File: src/rtl/arp_pkg.sv
// Shared constants, field offsets, FSM state type and frame-byte helpers for the ARP requester.
package arp_pkg;

  localparam logic [15:0] ETHERTYPE_ARP    = 16'h0806;
  localparam logic [15:0] ARP_OPER_REQUEST = 16'd1;
  localparam logic [15:0] ARP_OPER_REPLY   = 16'd2;
  localparam int unsigned ARP_FRAME_BYTES  = 60;

  localparam logic [5:0] OFF_SRC_MAC    = 6'd6;
  localparam logic [5:0] OFF_ETHERTYPE  = 6'd12;
  localparam logic [5:0] OFF_ARP_HDR    = 6'd14;
  localparam logic [5:0] OFF_OPER       = 6'd20;
  localparam logic [5:0] OFF_SHA        = 6'd22;
  localparam logic [5:0] OFF_SPA        = 6'd28;
  localparam logic [5:0] OFF_THA        = 6'd32;
  localparam logic [5:0] OFF_TPA        = 6'd38;
  localparam logic [5:0] OFF_LAST_FIELD = 6'd41;
  localparam logic [5:0] LAST_BYTE      = 6'(ARP_FRAME_BYTES - 1);

  // htype 0001, ptype 0800, hlen 06, plen 04
  localparam logic [47:0] ARP_FIXED_HDR = 48'h0001_0800_0604;

  typedef enum logic [1:0] {StIdle, StSend, StWait, StDone} arp_req_state_t;

  // Byte pos (0 = most significant) of a len-byte big-endian field.
  function automatic logic [7:0] field_byte(input logic [47:0] field, input int len,
                                            input int pos);
    logic [47:0] sh;
    sh = field >> (8 * (len - 1 - pos));
    return sh[7:0];
  endfunction

  function automatic logic [7:0] arp_tx_byte(input logic [5:0] idx, input logic [47:0] mac,
                                             input logic [31:0] ip, input logic [31:0] tgt);
    int i;
    logic [7:0] b;
    i = int'(idx);
    b = 8'h00;
    if (i < int'(OFF_SRC_MAC))        b = 8'hff;
    else if (i < int'(OFF_ETHERTYPE)) b = field_byte(mac, 6, i - int'(OFF_SRC_MAC));
    else if (i < int'(OFF_ARP_HDR))   b = field_byte({32'd0, ETHERTYPE_ARP}, 2,
                                                     i - int'(OFF_ETHERTYPE));
    else if (i < int'(OFF_OPER))      b = field_byte(ARP_FIXED_HDR, 6, i - int'(OFF_ARP_HDR));
    else if (i < int'(OFF_SHA))       b = field_byte({32'd0, ARP_OPER_REQUEST}, 2,
                                                     i - int'(OFF_OPER));
    else if (i < int'(OFF_SPA))       b = field_byte(mac, 6, i - int'(OFF_SHA));
    else if (i < int'(OFF_THA))       b = field_byte({16'd0, ip}, 4, i - int'(OFF_SPA));
    else if (i < int'(OFF_TPA))       b = 8'h00;
    else if (i <= int'(OFF_LAST_FIELD)) b = field_byte({16'd0, tgt}, 4, i - int'(OFF_TPA));
    return b;
  endfunction

endpackage

File: src/rtl/arp_reply_parser.sv
// Receive-side ARP reply filter: flags a reply to our request on its TLAST beat and keeps its SHA.
module arp_reply_parser
  import arp_pkg::*;
(
  input  logic        ap_clk,
  input  logic        ap_rst,
  input  logic [7:0]  in_r_TDATA,
  input  logic        in_r_TVALID,
  input  logic        in_r_TKEEP,
  input  logic        in_r_TLAST,
  input  logic [31:0] target_ip,
  input  logic [47:0] own_mac,
  input  logic [31:0] own_ip,
  output logic        match,
  output logic [47:0] sha
);

  logic [5:0]  idx_q;
  logic        bad_q;
  logic [47:0] sha_q;
  int          idx_int;
  logic        check_en;
  logic [7:0]  exp_byte;
  logic        byte_en;
  logic        bad_now;

  assign idx_int = int'(idx_q);
  assign byte_en = in_r_TVALID && in_r_TKEEP;

  always_comb begin
    check_en = 1'b0;
    exp_byte = 8'h00;
    if (idx_int >= int'(OFF_ETHERTYPE) && idx_int < int'(OFF_ETHERTYPE) + 2) begin
      check_en = 1'b1;
      exp_byte = field_byte({32'd0, ETHERTYPE_ARP}, 2, idx_int - int'(OFF_ETHERTYPE));
    end else if (idx_int >= int'(OFF_OPER) && idx_int < int'(OFF_OPER) + 2) begin
      check_en = 1'b1;
      exp_byte = field_byte({32'd0, ARP_OPER_REPLY}, 2, idx_int - int'(OFF_OPER));
    end else if (idx_int >= int'(OFF_SPA) && idx_int < int'(OFF_SPA) + 4) begin
      check_en = 1'b1;
      exp_byte = field_byte({16'd0, target_ip}, 4, idx_int - int'(OFF_SPA));
    end else if (idx_int >= int'(OFF_THA) && idx_int < int'(OFF_THA) + 6) begin
      check_en = 1'b1;
      exp_byte = field_byte(own_mac, 6, idx_int - int'(OFF_THA));
    end else if (idx_int >= int'(OFF_TPA) && idx_int < int'(OFF_TPA) + 4) begin
      check_en = 1'b1;
      exp_byte = field_byte({16'd0, own_ip}, 4, idx_int - int'(OFF_TPA));
    end
  end

  // The TLAST beat's own byte counts, so fold the live comparison into the verdict.
  assign bad_now = byte_en && check_en && (in_r_TDATA != exp_byte);
  assign match   = in_r_TVALID && in_r_TLAST && !bad_q && !bad_now &&
                   (idx_q >= OFF_LAST_FIELD);
  assign sha     = sha_q;

  always_ff @(posedge ap_clk) begin
    if (ap_rst) begin
      idx_q <= '0;
      bad_q <= 1'b0;
      sha_q <= '0;
    end else begin
      if (byte_en && idx_q >= OFF_SHA && idx_q < OFF_SPA) sha_q <= {sha_q[39:0], in_r_TDATA};
      if (in_r_TVALID && in_r_TLAST) begin
        idx_q <= '0;
        bad_q <= 1'b0;
      end else begin
        if (byte_en && idx_q != 6'd63) idx_q <= idx_q + 6'd1;
        if (bad_now) bad_q <= 1'b1;
      end
    end
  end

endmodule

File: src/rtl/arp_requester.sv
// ARP initiator: broadcasts a request for a target IPv4 address, retries on timeout and
// returns the resolved MAC from the matching reply.
module arp_requester
  import arp_pkg::*;
#(
  parameter int unsigned TIMEOUT_CYCLES = 1000000,
  parameter int unsigned MAX_RETRIES    = 3
) (
  input  logic        ap_clk,
  input  logic        ap_rst,
  input  logic [47:0] config_hw_addr,
  input  logic [31:0] config_ip_addr,
  input  logic        req_valid,
  output logic        req_ready,
  input  logic [31:0] req_ip,
  output logic        res_valid,
  input  logic        res_ready,
  output logic        res_hit,
  output logic [47:0] res_mac,
  output logic [7:0]  out_r_TDATA,
  output logic        out_r_TVALID,
  input  logic        out_r_TREADY,
  output logic        out_r_TKEEP,
  output logic        out_r_TLAST,
  input  logic [7:0]  in_r_TDATA,
  input  logic        in_r_TVALID,
  output logic        in_r_TREADY,
  input  logic        in_r_TKEEP,
  input  logic        in_r_TLAST
);

  localparam logic [31:0] TimerLast = 32'(TIMEOUT_CYCLES - 1);
  localparam logic [7:0]  RetryMax  = 8'(MAX_RETRIES);

  arp_req_state_t state_q;
  logic [47:0]    own_mac_q;
  logic [31:0]    own_ip_q;
  logic [31:0]    target_ip_q;
  logic [5:0]     tx_idx_q;
  logic [31:0]    timer_q;
  logic [7:0]     retries_q;
  logic           tx_valid_q;
  logic           tx_last_q;
  logic [7:0]     tx_data_q;
  logic           res_valid_q;
  logic           res_hit_q;
  logic [47:0]    res_mac_q;
  logic           match;
  logic [47:0]    sha;

  arp_reply_parser u_parser (
    .ap_clk      (ap_clk),
    .ap_rst      (ap_rst),
    .in_r_TDATA  (in_r_TDATA),
    .in_r_TVALID (in_r_TVALID),
    .in_r_TKEEP  (in_r_TKEEP),
    .in_r_TLAST  (in_r_TLAST),
    .target_ip   (target_ip_q),
    .own_mac     (own_mac_q),
    .own_ip      (own_ip_q),
    .match       (match),
    .sha         (sha)
  );

  assign req_ready    = (state_q == StIdle) && !ap_rst;
  assign res_valid    = res_valid_q;
  assign res_hit      = res_hit_q;
  assign res_mac      = res_mac_q;
  assign out_r_TDATA  = tx_data_q;
  assign out_r_TVALID = tx_valid_q;
  assign out_r_TLAST  = tx_last_q;
  assign out_r_TKEEP  = 1'b1;
  assign in_r_TREADY  = 1'b1;

  always_ff @(posedge ap_clk) begin
    if (ap_rst) begin
      state_q     <= StIdle;
      own_mac_q   <= '0;
      own_ip_q    <= '0;
      target_ip_q <= '0;
      tx_idx_q    <= '0;
      timer_q     <= '0;
      retries_q   <= '0;
      tx_valid_q  <= 1'b0;
      tx_last_q   <= 1'b0;
      tx_data_q   <= '0;
      res_valid_q <= 1'b0;
      res_hit_q   <= 1'b0;
      res_mac_q   <= '0;
    end else begin
      unique case (state_q)
        StIdle: begin
          if (req_valid) begin
            own_mac_q   <= config_hw_addr;
            own_ip_q    <= config_ip_addr;
            target_ip_q <= req_ip;
            retries_q   <= '0;
            tx_idx_q    <= '0;
            tx_valid_q  <= 1'b1;
            tx_last_q   <= 1'b0;
            tx_data_q   <= arp_tx_byte(6'd0, config_hw_addr, config_ip_addr, req_ip);
            state_q     <= StSend;
          end
        end
        StSend: begin
          if (match) begin
            tx_valid_q  <= 1'b0;
            tx_last_q   <= 1'b0;
            tx_data_q   <= '0;
            res_valid_q <= 1'b1;
            res_hit_q   <= 1'b1;
            res_mac_q   <= sha;
            state_q     <= StDone;
          end else if (out_r_TREADY) begin
            if (tx_idx_q == LAST_BYTE) begin
              tx_valid_q <= 1'b0;
              tx_last_q  <= 1'b0;
              tx_data_q  <= '0;
              timer_q    <= '0;
              state_q    <= StWait;
            end else begin
              tx_idx_q  <= tx_idx_q + 6'd1;
              tx_data_q <= arp_tx_byte(tx_idx_q + 6'd1, own_mac_q, own_ip_q, target_ip_q);
              tx_last_q <= ((tx_idx_q + 6'd1) == LAST_BYTE);
            end
          end
        end
        StWait: begin
          // A reply landing on the expiry cycle still wins.
          if (match) begin
            res_valid_q <= 1'b1;
            res_hit_q   <= 1'b1;
            res_mac_q   <= sha;
            state_q     <= StDone;
          end else if (timer_q == TimerLast) begin
            if (retries_q < RetryMax) begin
              retries_q  <= retries_q + 8'd1;
              tx_idx_q   <= '0;
              tx_valid_q <= 1'b1;
              tx_last_q  <= 1'b0;
              tx_data_q  <= arp_tx_byte(6'd0, own_mac_q, own_ip_q, target_ip_q);
              state_q    <= StSend;
            end else begin
              res_valid_q <= 1'b1;
              res_hit_q   <= 1'b0;
              res_mac_q   <= '0;
              state_q     <= StDone;
            end
          end else begin
            timer_q <= timer_q + 32'd1;
          end
        end
        StDone: begin
          if (res_ready) begin
            res_valid_q <= 1'b0;
            state_q     <= StIdle;
          end
        end
        default: state_q <= StIdle;
      endcase
    end
  end

endmodule
File: config.mk
export PLATFORM = sky130hd
export DESIGN_NAME = arp_requester
export DESIGN_NICKNAME = d
export VERILOG_FILES = /design/src/rtl/arp_pkg.sv /design/src/rtl/arp_reply_parser.sv /design/src/rtl/arp_requester.sv
export SDC_FILE = /design/constraint.sdc
export NUM_CORES = 1
export LEC_CHECK = 0
export ABC_AREA = 1
export BUFFER_PORTS_ARGS = -buffer_cell sky130_fd_sc_hd__buf_4
export CORE_MARGIN = 2
export CORE_UTILIZATION = 60
export DETAILED_ROUTE_END_ITERATION = 8
export GPL_ROUTABILITY_DRIVEN = 0
export PLACE_DENSITY = 0.82
export REMOVE_ABC_BUFFERS = 1
export SLEW_MARGIN = 20
export SYNTH_ARGS = -nofsm -noshare
export SYNTH_HDL_FRONTEND = slang
export SYNTH_SLANG_ARGS = --single-unit
File: constraint.sdc
create_clock -name ap_clk -period 6.1 [get_ports ap_clk]
set_input_delay 0.305 -clock ap_clk [delete_from_list [all_inputs] [get_ports ap_clk]]
set_output_delay 0.305 -clock ap_clk [all_outputs]
set_load 0.02 [all_outputs]
# Yosys cells after proc, flatten, opt, wreduce, memory -nomap -nowiden
# Index checks and enable logic that the tools add are counted.
# op_classes
add_sub_neg	28
magnitude_cmp	23
eq_ne	23
shift	12
mux	86
n_reduce_logical	34
# ops
operator	count
two-way mux 8 bit	25
two-way mux 48 bit	4
two-way mux 32 bit	5
>> shifter 48 x 32 -> 8 bit	3
>> shifter 32 x 32 -> 8 bit	4
case mux 48 bit (2 select lines)	1
case mux 32 bit (2 select lines)	1
>> shifter 12 x 32 -> 8 bit, first input constant	2
subtractor 2 x 29 -> 29 bit, first input constant	2
subtractor 3 x 29 -> 29 bit, first input constant	2
two-way mux 6 bit	7
subtractor 6 x 5 -> 7 bit, second input constant	5
>> shifter 33 x 32 -> 8 bit, first input constant	1
adder 32 x 1 -> 32 bit, second input constant	1
equality test 32 x 20 -> 1 bit, second input constant	1
>> shifter 1 x 32 -> 8 bit, first input constant	1
>> shifter 2 x 32 -> 8 bit, first input constant	1
< comparator 6 x 5 -> 1 bit, second input constant	5
< comparator 6 bit, second input constant	5
subtractor 4 x 29 -> 29 bit, first input constant	1
two-way mux 1 bit	27
case mux 8 bit (3 select lines)	1
subtractor 4 x 7 -> 8 bit, first input constant	3
!= test 2 bit, second input constant	11
other kinds (38)	87
# word_totals
regBits	275
in_bits	128
out_inout_bits	63
word_cells	222

# Longest topological paths before layout
# Gate-level depths: netlist (run 1).
# logic_depth
depth_word	17
ltp_mapped	33
depth_no_buf	33

# Cells and area by module
# From an unflattened synthesis (run 1), not the netlist that was laid out.
# hier_totals
cells_unflattened	2281
area_unflattened_um2	15043.2
# by_module_without_submodules
module	instances	cells_per_inst	area_each_um2	seq_area_each_um2
arp_requester	1	1603	10889.2	4404.2
arp_reply_parser	1	678	4154.0	1101.1

# Worst setup path after synthesis (run 1)
# Ideal clock, no wire load.
# synth_timing
kind	register to register
start	register u_parser.idx_q[1]
end	register tx_last_q, in the netlist out_r_TLAST
setup_time_ns	0.128
t_arrival_ns	3.787
required_time_ns	5.972
setup_slack_ns	2.185
stages_incl_launch_ff	32
n_path_buf	4
period_less_slack_ns	3.915
path_cell_list	dfxtp_1 -> inv_1 -> clkbuf_1 -> ha_1 -> buf_2 -> inv_2 -> buf_2 -> nor2_4 -> nand3_2 -> ha_1 -> nand2_1 -> nor3_1 -> nand3_1 -> nor2_2 -> nand3_1 -> nand2_1 -> nand2_1 -> nand2_1 -> nand2_1 -> nor2_1 -> nand2_1 -> nor2_1 -> nand2_1 -> nand2_1 -> nand3_2 -> nand2_1 -> nand2_1 -> nor2_2 -> buf_4 -> nand2_1 -> o21ai_1 -> nor2_1
# synth_via
elab_chain_len	15
elab_cells_between_ends	52
classes_between	add/sub (10); order compare (11); eq/ne (3); shift (5); mux (12); reduce/logical (11)
# synth_rtl
item	line_no	rtl
start, declared	arp_reply_parser.sv:18	logic [5:0] idx_q;
start signal, assigned	arp_reply_parser.sv:68	if (byte_en && idx_q != 6'd63) idx_q <= idx_q + 6'd1;
subtractor 6 x 6 -> 7 bit	arp_reply_parser.sv:47	exp_byte = field_byte({16'd0, own_ip}, 4, idx_int - int'(OFF_TPA));
subtractor 3 x 29 -> 29 bit	arp_pkg.sv:29	sh = field >> (8 * (len - 1 - pos));
>> shifter 32 x 32 -> 8 bit	arp_pkg.sv:29	
two-way mux 8 bit	arp_reply_parser.sv:45	end else if (idx_int >= int'(OFF_TPA) && idx_int < int'(OFF_TPA) + 4) begin
two-way mux 8 bit	arp_reply_parser.sv:42	end else if (idx_int >= int'(OFF_THA) && idx_int < int'(OFF_THA) + 6) begin
two-way mux 8 bit	arp_reply_parser.sv:39	end else if (idx_int >= int'(OFF_SPA) && idx_int < int'(OFF_SPA) + 4) begin
two-way mux 8 bit	arp_reply_parser.sv:36	end else if (idx_int >= int'(OFF_OPER) && idx_int < int'(OFF_OPER) + 2) begin
two-way mux 8 bit	arp_reply_parser.sv:33	if (idx_int >= int'(OFF_ETHERTYPE) && idx_int < int'(OFF_ETHERTYPE) + 2) begin
!= test 8 bit	arp_reply_parser.sv:52	assign bad_now = byte_en && check_en && (in_r_TDATA != exp_byte);
logical AND 1 bit	arp_reply_parser.sv:52	
zero test 1 bit	arp_reply_parser.sv:53	assign match = in_r_TVALID && in_r_TLAST && !bad_q && !bad_now &&
logical AND 1 bit	arp_reply_parser.sv:53	
logical AND 1 bit (*)	arp_reply_parser.sv:53	
!= test 3 bit (no line) (tied with other cells)	-	
AND reduction 6 bit (no line) / case mux 1 bit (3 select lines) (equally long branches)	-	
end signal, assigned	arp_requester.sv:124	tx_last_q <= ((tx_idx_q + 6'd1) == LAST_BYTE);
end, declared	arp_requester.sv:43	logic tx_last_q;
# Every way passes the cells marked *; elsewhere a longest branch is shown, timed or not.
# A chain may end at the register's enable or synchronous reset.

# Worst setup path after layout (run 1)
# layout_timing
start	register u_parser.idx_q[5]
end	register tx_data_q[0], in the netlist out_r_TDATA[0]
# layout_via
elab_chain_len	15
elab_cells_between_ends	52
classes_between	add/sub (10); order compare (11); eq/ne (3); shift (5); mux (12); reduce/logical (11)
# layout_rtl
item	line_no	rtl
subtractor 6 x 6 -> 7 bit	arp_reply_parser.sv:47	
subtractor 3 x 29 -> 29 bit	arp_pkg.sv:29	
>> shifter 32 x 32 -> 8 bit	arp_pkg.sv:29	
two-way mux 8 bit	arp_reply_parser.sv:45	
two-way mux 8 bit	arp_reply_parser.sv:42	
two-way mux 8 bit	arp_reply_parser.sv:39	
two-way mux 8 bit	arp_reply_parser.sv:36	
two-way mux 8 bit	arp_reply_parser.sv:33	
!= test 8 bit	arp_reply_parser.sv:52	
logical AND 1 bit	arp_reply_parser.sv:52	
zero test 1 bit	arp_reply_parser.sv:53	
logical AND 1 bit	arp_reply_parser.sv:53	
logical AND 1 bit (*)	arp_reply_parser.sv:53	
!= test 3 bit (no line) (tied with other cells)	-	
AND reduction 6 bit (no line) / case mux 8 bit (3 select lines) (equally long branches)	-	
end signal, assigned	arp_requester.sv:101	tx_data_q <= arp_tx_byte(6'd0, config_hw_addr, config_ip_addr, req_ip);
end signal, assigned	arp_requester.sv:123	tx_data_q <= arp_tx_byte(tx_idx_q + 6'd1, own_mac_q, own_ip_q, target_ip_q);
end signal, assigned	arp_requester.sv:141	tx_data_q <= arp_tx_byte(6'd0, own_mac_q, own_ip_q, target_ip_q);
end, declared	arp_requester.sv:44	logic [7:0] tx_data_q;
# Marks and branches as above.

==> run metrics, run 1 <==
outcome=completed; largest family of logic cells by synthesized area=simple AND/OR/NAND/NOR gates; Synth async-reset ratio=0%; FMAX=0.194 GHz; Synth Area in Simple Gates=31.8%; TritonCTS buffer count=29; Syn Std Cell Area=15600 um2; die area=27400 um2; most used cell, CP=nand2_1; TritonCTS clock tree=built; GRT Resource Usage Total=32.3%; die height=165 um; crit-path max FO=19; Area Growth Syn to Fin=16.5%; later-pin clock latency in the skew report=0.57 ns; layout cells sized above 1=11.8%; Req. time, crit path=6.54 ns; Die Wd=165 um; register area share after synthesis=35.2%; Crit path max-delay family=simple AND/OR/NAND/NOR gates; number of global-route vias before repair=14865; area of the core=25800 um2; multi-input logic area=8840 um2; cts repair resizes=0; Fill cells=2220; dpl ws=1.10 ns; Max Root-Sink Buffers=3; Startpoint Class=flop; H-tree Lvls=1; Ports=191; final net count=2734; WP data arrival=5.60 ns; Final Setup Violations=0; top_reg_cell synth=dfxtp_1; Yosys top cell by area=dfxtp_1; P per Cell Area=355 nW/um2; vias per inst=5.71; clk sinks=275; Yosys Warn Count=0; Post-Synth Adder-Cell Area=4.56%; first-pass GRT wire length=72.4 mm; setup ws final=0.940 ns; Worst Clk Skew=0.0172 ns; dpl hpwl=31.8 mm; Yosys cell types=48; HP Class=in -> reg; crit end category=flop; Pins Over Slew Limit=0; CP max stage delay=0.84 ns; Root Buffer=clkbuf_16; DRC viols=0; Post-synth EDFFs=0; Port Buf Inserts=188; complex-gate fraction of the synthesized area=18.1%; wire length per cell=15.7 um; Mean Syn Cell Area=6.44 um2; RSZ-0062 raised after global routing=false; Max Cap Viol=0; post-synthesis xor/xnor area fraction=2.02%; period utilisation layout=84.6%; final wirelength=45.7 mm; antenna violations before repair=0; count leader, synth=nand2_1; Crit Path Class=reg -> reg; Buffers & Inverters on Critical Path=1; Starting Density=60.5%; DR iter-0 viols=1888; Commonest cells post-synth=553 x nand2_1, 399 x nor2_1, 275 x dfxtp_1, 258 x o21ai_0, 225 x a21oi_1; Period minus WS final=5.16 ns; DRT Pass-1 Iters=6; Slew Limit Headroom=28.8%; post-synthesis mux area share=0%; num rows=59; Max IR drop VDD=0.266 mV; clock transition at the registers of the reported paths=0.06 ns; Synth Register Bits=275; cells after synthesis=2430; area occupied by registers=5510 um2; ant diodes=0; top cells by area, synth=dfxtp_1 35%, nand2_1 13%, nor2_1 9.6%; Critical Path Slowest Stage Cell=dfxtp_1; leak pwr=7.52 nW; via count of the routed design=16579; Yosys top cell area share=35.2%; grt ovf=0; Tightest Pin Transition=1.07 ns; final hold vios=0; antenna-violating nets left=0; setup TNS=0 ns; largest net degree at the start of global routing=114
==> through the flow <==
stage	instance area, um2	power (mW)	hold slack [ns]	cells	utilization (%)
2_1_floorplan	15000	3.75	0.374	2291	-
3_3_place_gp	17100	4.49	0.426	2840	66.1
3_5_place_dp	17100	4.55	0.436	2840	66.1
4_1_cts	18200	6.43	0.0000235	2905	70.5
5_1_grt	18200	6.83	0.0276	2905	70.5
6_report	18200	6.47	0.00680	2905	70.5
==> power breakdown <==
group	total (mW)	switching, mW	internal (mW)
sequential	2.27	0.185	2.08
combinational	2.33	1.64	0.692
clock	1.87	0.737	1.14
total	6.47	2.56	3.91
==> worst register-to-register path, stage by stage (launching register included) <==
cell,delay [ns]
dfxtp_1,0.84
inv_1,0.41
a21oi_1,0.57
nand3_1,0.16
ha_1,0.22
nor2_1,0.12
and2_0,0.14
nand3_1,0.10
nor2_2,0.28
nand3_1,0.12
nand2_1,0.08
nand2_1,0.06
nand2_1,0.09
nand2_1,0.05
nand2_1,0.05
nand2_1,0.04
nor2_1,0.10
nand2_1,0.09
nand2_1,0.10
nand3_2,0.31
nand2_1,0.15
nand2_1,0.07
nor2_2,0.43
nand2_1,0.22
a21oi_1,0.19
nor2_1,0.05
==> routing by layer <==
layer / wire [um] / part of all wire (%) / GRT usage, % / vias to the layer above
li1: - / - / - / 8204
met4: 2170 / 4.7 / 15.0 / 0
met5: 0 / 0 / 0 / -
met2: 20400 / 45 / 52.1 / 768
met1: 19600 / 43 / 43.0 / 7448
met3: 3620 / 7.9 / 4.25 / 159
==> flip-flops by register name, summed over array words and instances, names as in the netlist, 2 cells and up <==
register	flops
state_q	2
out_r_TDATA	8
target_ip_q	32
timer_q	32
tx_idx_q	6
u_parser.sha	48
res_mac	48
own_ip_q	32
own_mac_q	48
u_parser.idx_q	6
retries_q	8
==> timing repair <==
action                                 CTS  global route
hold buffers                            13             0
endpoints found under the hold margin   13             0
setup buffers                            0             0
==> logic make-up after synthesis <==
group,count (synthesis)
AO/OA/AOI/OAI,542
XOR/XNOR,36
adder cells (fa/ha/maj),57
buffers and inverters,325
flip-flops,275
other,1
AND/OR/NAND/NOR,1194
==> layout by cell type (no fill, tap or decap), types with 6 or more instances in the layout <==
master and count:
nand3_1 112, a31oi_1 7, clkbuf_16 29, o21ai_1 17, inv_1 170, xnor2_1 13
o211ai_1 11, o21ai_0 258, nor2_1 399, clkbuf_1 8, nand3_2 6, dfxtp_1 273
nor3_1 24, a21oi_1 225, ha_1 57, nor2_2 7, xor2_1 23, dlygate4sd3_1 13
buf_4 214, o22ai_1 6, inv_2 10, nand2_1 552, nand4_1 53, nor4_1 12
==> path summary, 6_finish.rpt <==
path,slack (ns),endpoint,from,cells after the start
setup / recovery,0.94,out_r_TDATA[0],u_parser.idx_q[5],25
hold / removal,0.007,target_ip_q[13],req_ip[13],3
setup reg to reg,0.94,out_r_TDATA[0],u_parser.idx_q[5],25
hold reg to reg,0.44,retries_q[4],retries_q[4],2
==> cell type report <==
class / count / share of cell area [%]
repair buffers: 227 / 9.53
flip-flops and latches: 275 / 30.2
clock inverters: 11 / 1.09
inverters: 185 / 3.83
clock buffers: 41 / 4.45
multi-input cells: 1831 / 48.6
well taps: 335 / 2.30
(Power assumes the default switching activity.)
==> run 2, diff against run 1 <==
--- a/config.mk
+++ b/config.mk
@@ -5,13 +5,13 @@
 export SDC_FILE = /design/constraint.sdc
 export NUM_CORES = 1
 export LEC_CHECK = 0
-export ABC_AREA = 1
+export ABC_AREA = 0
 export BUFFER_PORTS_ARGS = -buffer_cell sky130_fd_sc_hd__buf_4
 export CORE_MARGIN = 2
-export CORE_UTILIZATION = 60
+export CORE_UTILIZATION = 59
 export DETAILED_ROUTE_END_ITERATION = 8
 export GPL_ROUTABILITY_DRIVEN = 0
-export PLACE_DENSITY = 0.82
+export PLACE_DENSITY = 0.81
 export REMOVE_ABC_BUFFERS = 1
 export SLEW_MARGIN = 20
 export SYNTH_ARGS = -nofsm -noshare
==> constraint.sdc (replaced) <==
create_clock -name ap_clk -period 5.3 [get_ports ap_clk]
set_input_delay 0.265 -clock ap_clk [delete_from_list [all_inputs] [get_ports ap_clk]]
set_output_delay 0.265 -clock ap_clk [all_outputs]
set_load 0.02 [all_outputs]
==> run metrics, run 2 <==
register area share after synthesis=37.7% (+2.5 points); clock share of power=43.1% (+14 points); Final Setup Violations=97 (+97); most used cell, CP=buf_4; top_reg_cell synth=dfxtp_1; DRC viols=0 (unchanged); Power Total=4.76 mW (-26%); area of the core=24300 um2 (-5.9%); Post-Layout Cell Count=2382 (-18%); setup TNS=-8.19 ns (-8.19 ns); WP data arrival=5.89 ns (+0.29 ns); Area Growth Syn to Fin=30.2%; met1 GRT Util=40.6% (-2.4 points); period utilisation layout=103% (+18 points); die height=161 um (-2.5%); Yosys top cell by area=dfxtp_1; clk sinks=275 (unchanged); Syn Std Cell Area=14600 um2 (-6.6%); Post-synth EDFFs=0 (unchanged); P per Cell Area=250 nW/um2 (-30%); fin area=19000 um2 (+4.4%); HP Start=req_ip[21]; DRT Pass-1 Iters=6 (unchanged); Worst Clk Skew=0.0105 ns (-0.00670 ns); Crit path max-delay family=simple AND/OR/NAND/NOR gates; Buffers & Inverters on Critical Path=7 (+6); setup ws final=-0.152 ns (-1.09 ns); Period minus WS final=5.45 ns (+0.292 ns); final wirelength=47.4 mm (+3.7%); Internal=3.59 mW (-8.2%); Synth Register Bits=275 (unchanged); wire length per cell=19.9 um (+26%); busiest layer in global routing=met2; RSZ-0062 raised after global routing=true; DR iter-0 viols=1838 (-2.6%); Max Cap Viol=0 (unchanged); vias per inst=6.32 (+11%); final hold vios=2 (+2); most common cell after layout, fill and taps aside=nand2_1; crit path launch=u_parser.idx_q[1]; FMAX=0.183 GHz (-5.3%); crit end category=flop; Startpoint Class=flop; later-pin clock latency in the skew report=0.55 ns (-0.02 ns); Root Buffer=clkbuf_16; crit-path max FO=13 (-6); Slew Limit Headroom=35.1% (+6.3 points); TritonCTS clock tree=built; leak pwr=7.43 nW (-1.3%); failing checks=hold timing, setup timing; CP max stage delay=0.51 ns (-0.33 ns); top cells by area, synth=dfxtp_1 38%, nand2_1 10%, a21oi_1 7.5%; CP Cell Sequence=buf_4 -> ha_1 -> or3_4 -> or2_2 -> ha_1 -> and3_1 -> nand4_1 -> buf_4 -> a311oi_4 -> buf_4 -> a211oi_2 -> or4_1 -> or3_1 -> or4_4 -> o31a_1 -> buf_6 -> buf_12 -> o22ai_4 -> a221oi_4 -> buf_12 -> clkbuf_16 -> a22o_1; num rows=57 (-3.4%); grt ovf=0 (unchanged); Critical Path Slowest Stage Cell=or4_1; largest net degree at the start of global routing=98 (-14%); antenna-violating nets left=0 (unchanged); first-pass GRT wire length=72.1 mm (-0.44%); Crit Path Class=reg -> reg; Synth async-reset ratio=0% (unchanged); Req. time, crit path=5.73 ns (-0.81 ns); Inst Count DP=2210 (-22%); die area=26000 um2 (-4.9%); most frequent cells in the layout=393 x nand2_1, 270 x dfxtp_1, 257 x buf_4, 220 x a21oi_1, 102 x dlygate4sd3_1; outcome=finished with violations; switching share of total power=24.5% (-15 points); Yosys top cell area share=37.7% (+2.5 points); Die Wd=161 um (-2.5%); GRT Resource Usage Total=33.9% (+1.6 points); Ports=191 (unchanged); Gate power share=11.0% (-25 points); area post-placement=16500 um2 (-3.2%); cells after synthesis=1750 (-28%); Tightest Pin Transition=0.972 ns (-0.0945 ns); via count of the routed design=15059 (-9.2%); Worst Hold Slack=-0.00437 ns (-0.0112 ns); layout cells sized above 1=20.8% (+9.0 points); TritonCTS buffer count=28 (-3.4%); Max IR drop VDD=0.228 mV (-14%); Yosys Warn Count=0 (unchanged); Pins Over Slew Limit=0 (unchanged); antenna violations before repair=1 (+1); Psw=1.17 mW (-54%); number of global-route vias before repair=14216 (-4.4%); Port Buf Inserts=188 (unchanged); dpl hpwl=28.3 mm (-11%); GR Layer Usage met2=58.3% (+6.1 points); GR Layer Usage met3=6.24% (+2.0 points); Max Root-Sink Buffers=3 (unchanged); clock transition at the registers of the reported paths=0.06 ns (about the same); Reg power frac=45.9% (+11 points); Commonest cells post-synth=396 x nand2_1, 275 x dfxtp_1, 220 x a21oi_1, 82 x clkbuf_1, 66 x nor2_1; count leader, synth=nand2_1; Yosys cell types=78 (+63%); Reg-to-Reg Start=u_parser.idx_q[1]; final net count=2225 (-19%); Mean Syn Cell Area=8.34 um2 (+30%); Starting Density=60.0% (-0.50 points); HP Class=in -> reg; H-tree Lvls=1 (unchanged)
-- run 2: through the flow --
stage                     setup WS, ns  utilization [%]
after global routing            -0.205             78.2
after global placement           0.102             67.9
final                           -0.152             78.2
after floorplan                  -2.16                -
after detailed placement       -0.0660             67.9
after CTS                       0.0141             76.1
-- run 2: final timing paths --
path                                          to  slack, ns  depth (start not counted)
worst max-delay path                 res_mac[43]      -0.15                         22
worst min-delay path             target_ip_q[21]     -0.004                          3
worst max register to register       res_mac[43]      -0.15                         22
worst min register to register  u_parser.sha[42]       0.46                          2
-- run 2: layout make-up --
| cell class | instances | area [um2] |
|---|---|---|
| antenna | 1 | 2.50 |
| clock buffer | 39 | 813 |
| clock inverter | 8 | 125 |
| fill | 1554 | 5310 |
| inverter | 37 | 139 |
| multi-input combinational | 1319 | 8710 |
| sequential | 275 | 5520 |
| tap | 324 | 405 |
| timing repair buffer | 379 | 3300 |
-- run 2: power by group through the flow --
stage | Clock (mW) | Sequential (mW) | Combinational (mW)
floorplan | 0 | 2.22 | 0.210
global placement | 0 | 2.22 | 0.409
detailed placement | 0 | 2.22 | 0.416
CTS | 2.04 | 2.18 | 0.480
global route | 2.12 | 2.19 | 0.556
finish | 2.05 | 2.18 | 0.524
-- run 2: worst register-to-register path: cells and delay by family (launching register included) --
family / cells / cell delay (ns)
and+or+nand+nor: 7 / 2.15
AOI/OAI and AO/OA: 6 / 1.09
buffers and inverters: 7 / 1.19
adders and majority gates: 2 / 0.52
DFF: 1 / 0.38
-- run 2: kinds of logic after synthesis --
kind of cell | share of synthesized area (%)
muxes | 8.90
and+or+nand+nor | 21.2
AOI/OAI and AO/OA | 20.7
xor gates and xnor gates | 2.16
DFF | 37.7
adders and majority gates | 4.89
buffers and inverters | 4.41
other | 0.0257
-- run 2: timing repair --
item	4_1_cts	5_1_grt
pin swaps	1	17
hold buffers	102	0
hold endpoints to repair	102	0
setup buffers	0	12
resized for setup	6	44
cloned	0	10
setup endpoints to repair	60	107
-- run 2: layer usage --
layer / routed length [um] / share of wire (%)
met5: 0 / 0
met2: 23300 / 49
met3: 3990 / 8.4
met1: 17400 / 37
met4: 2680 / 5.6
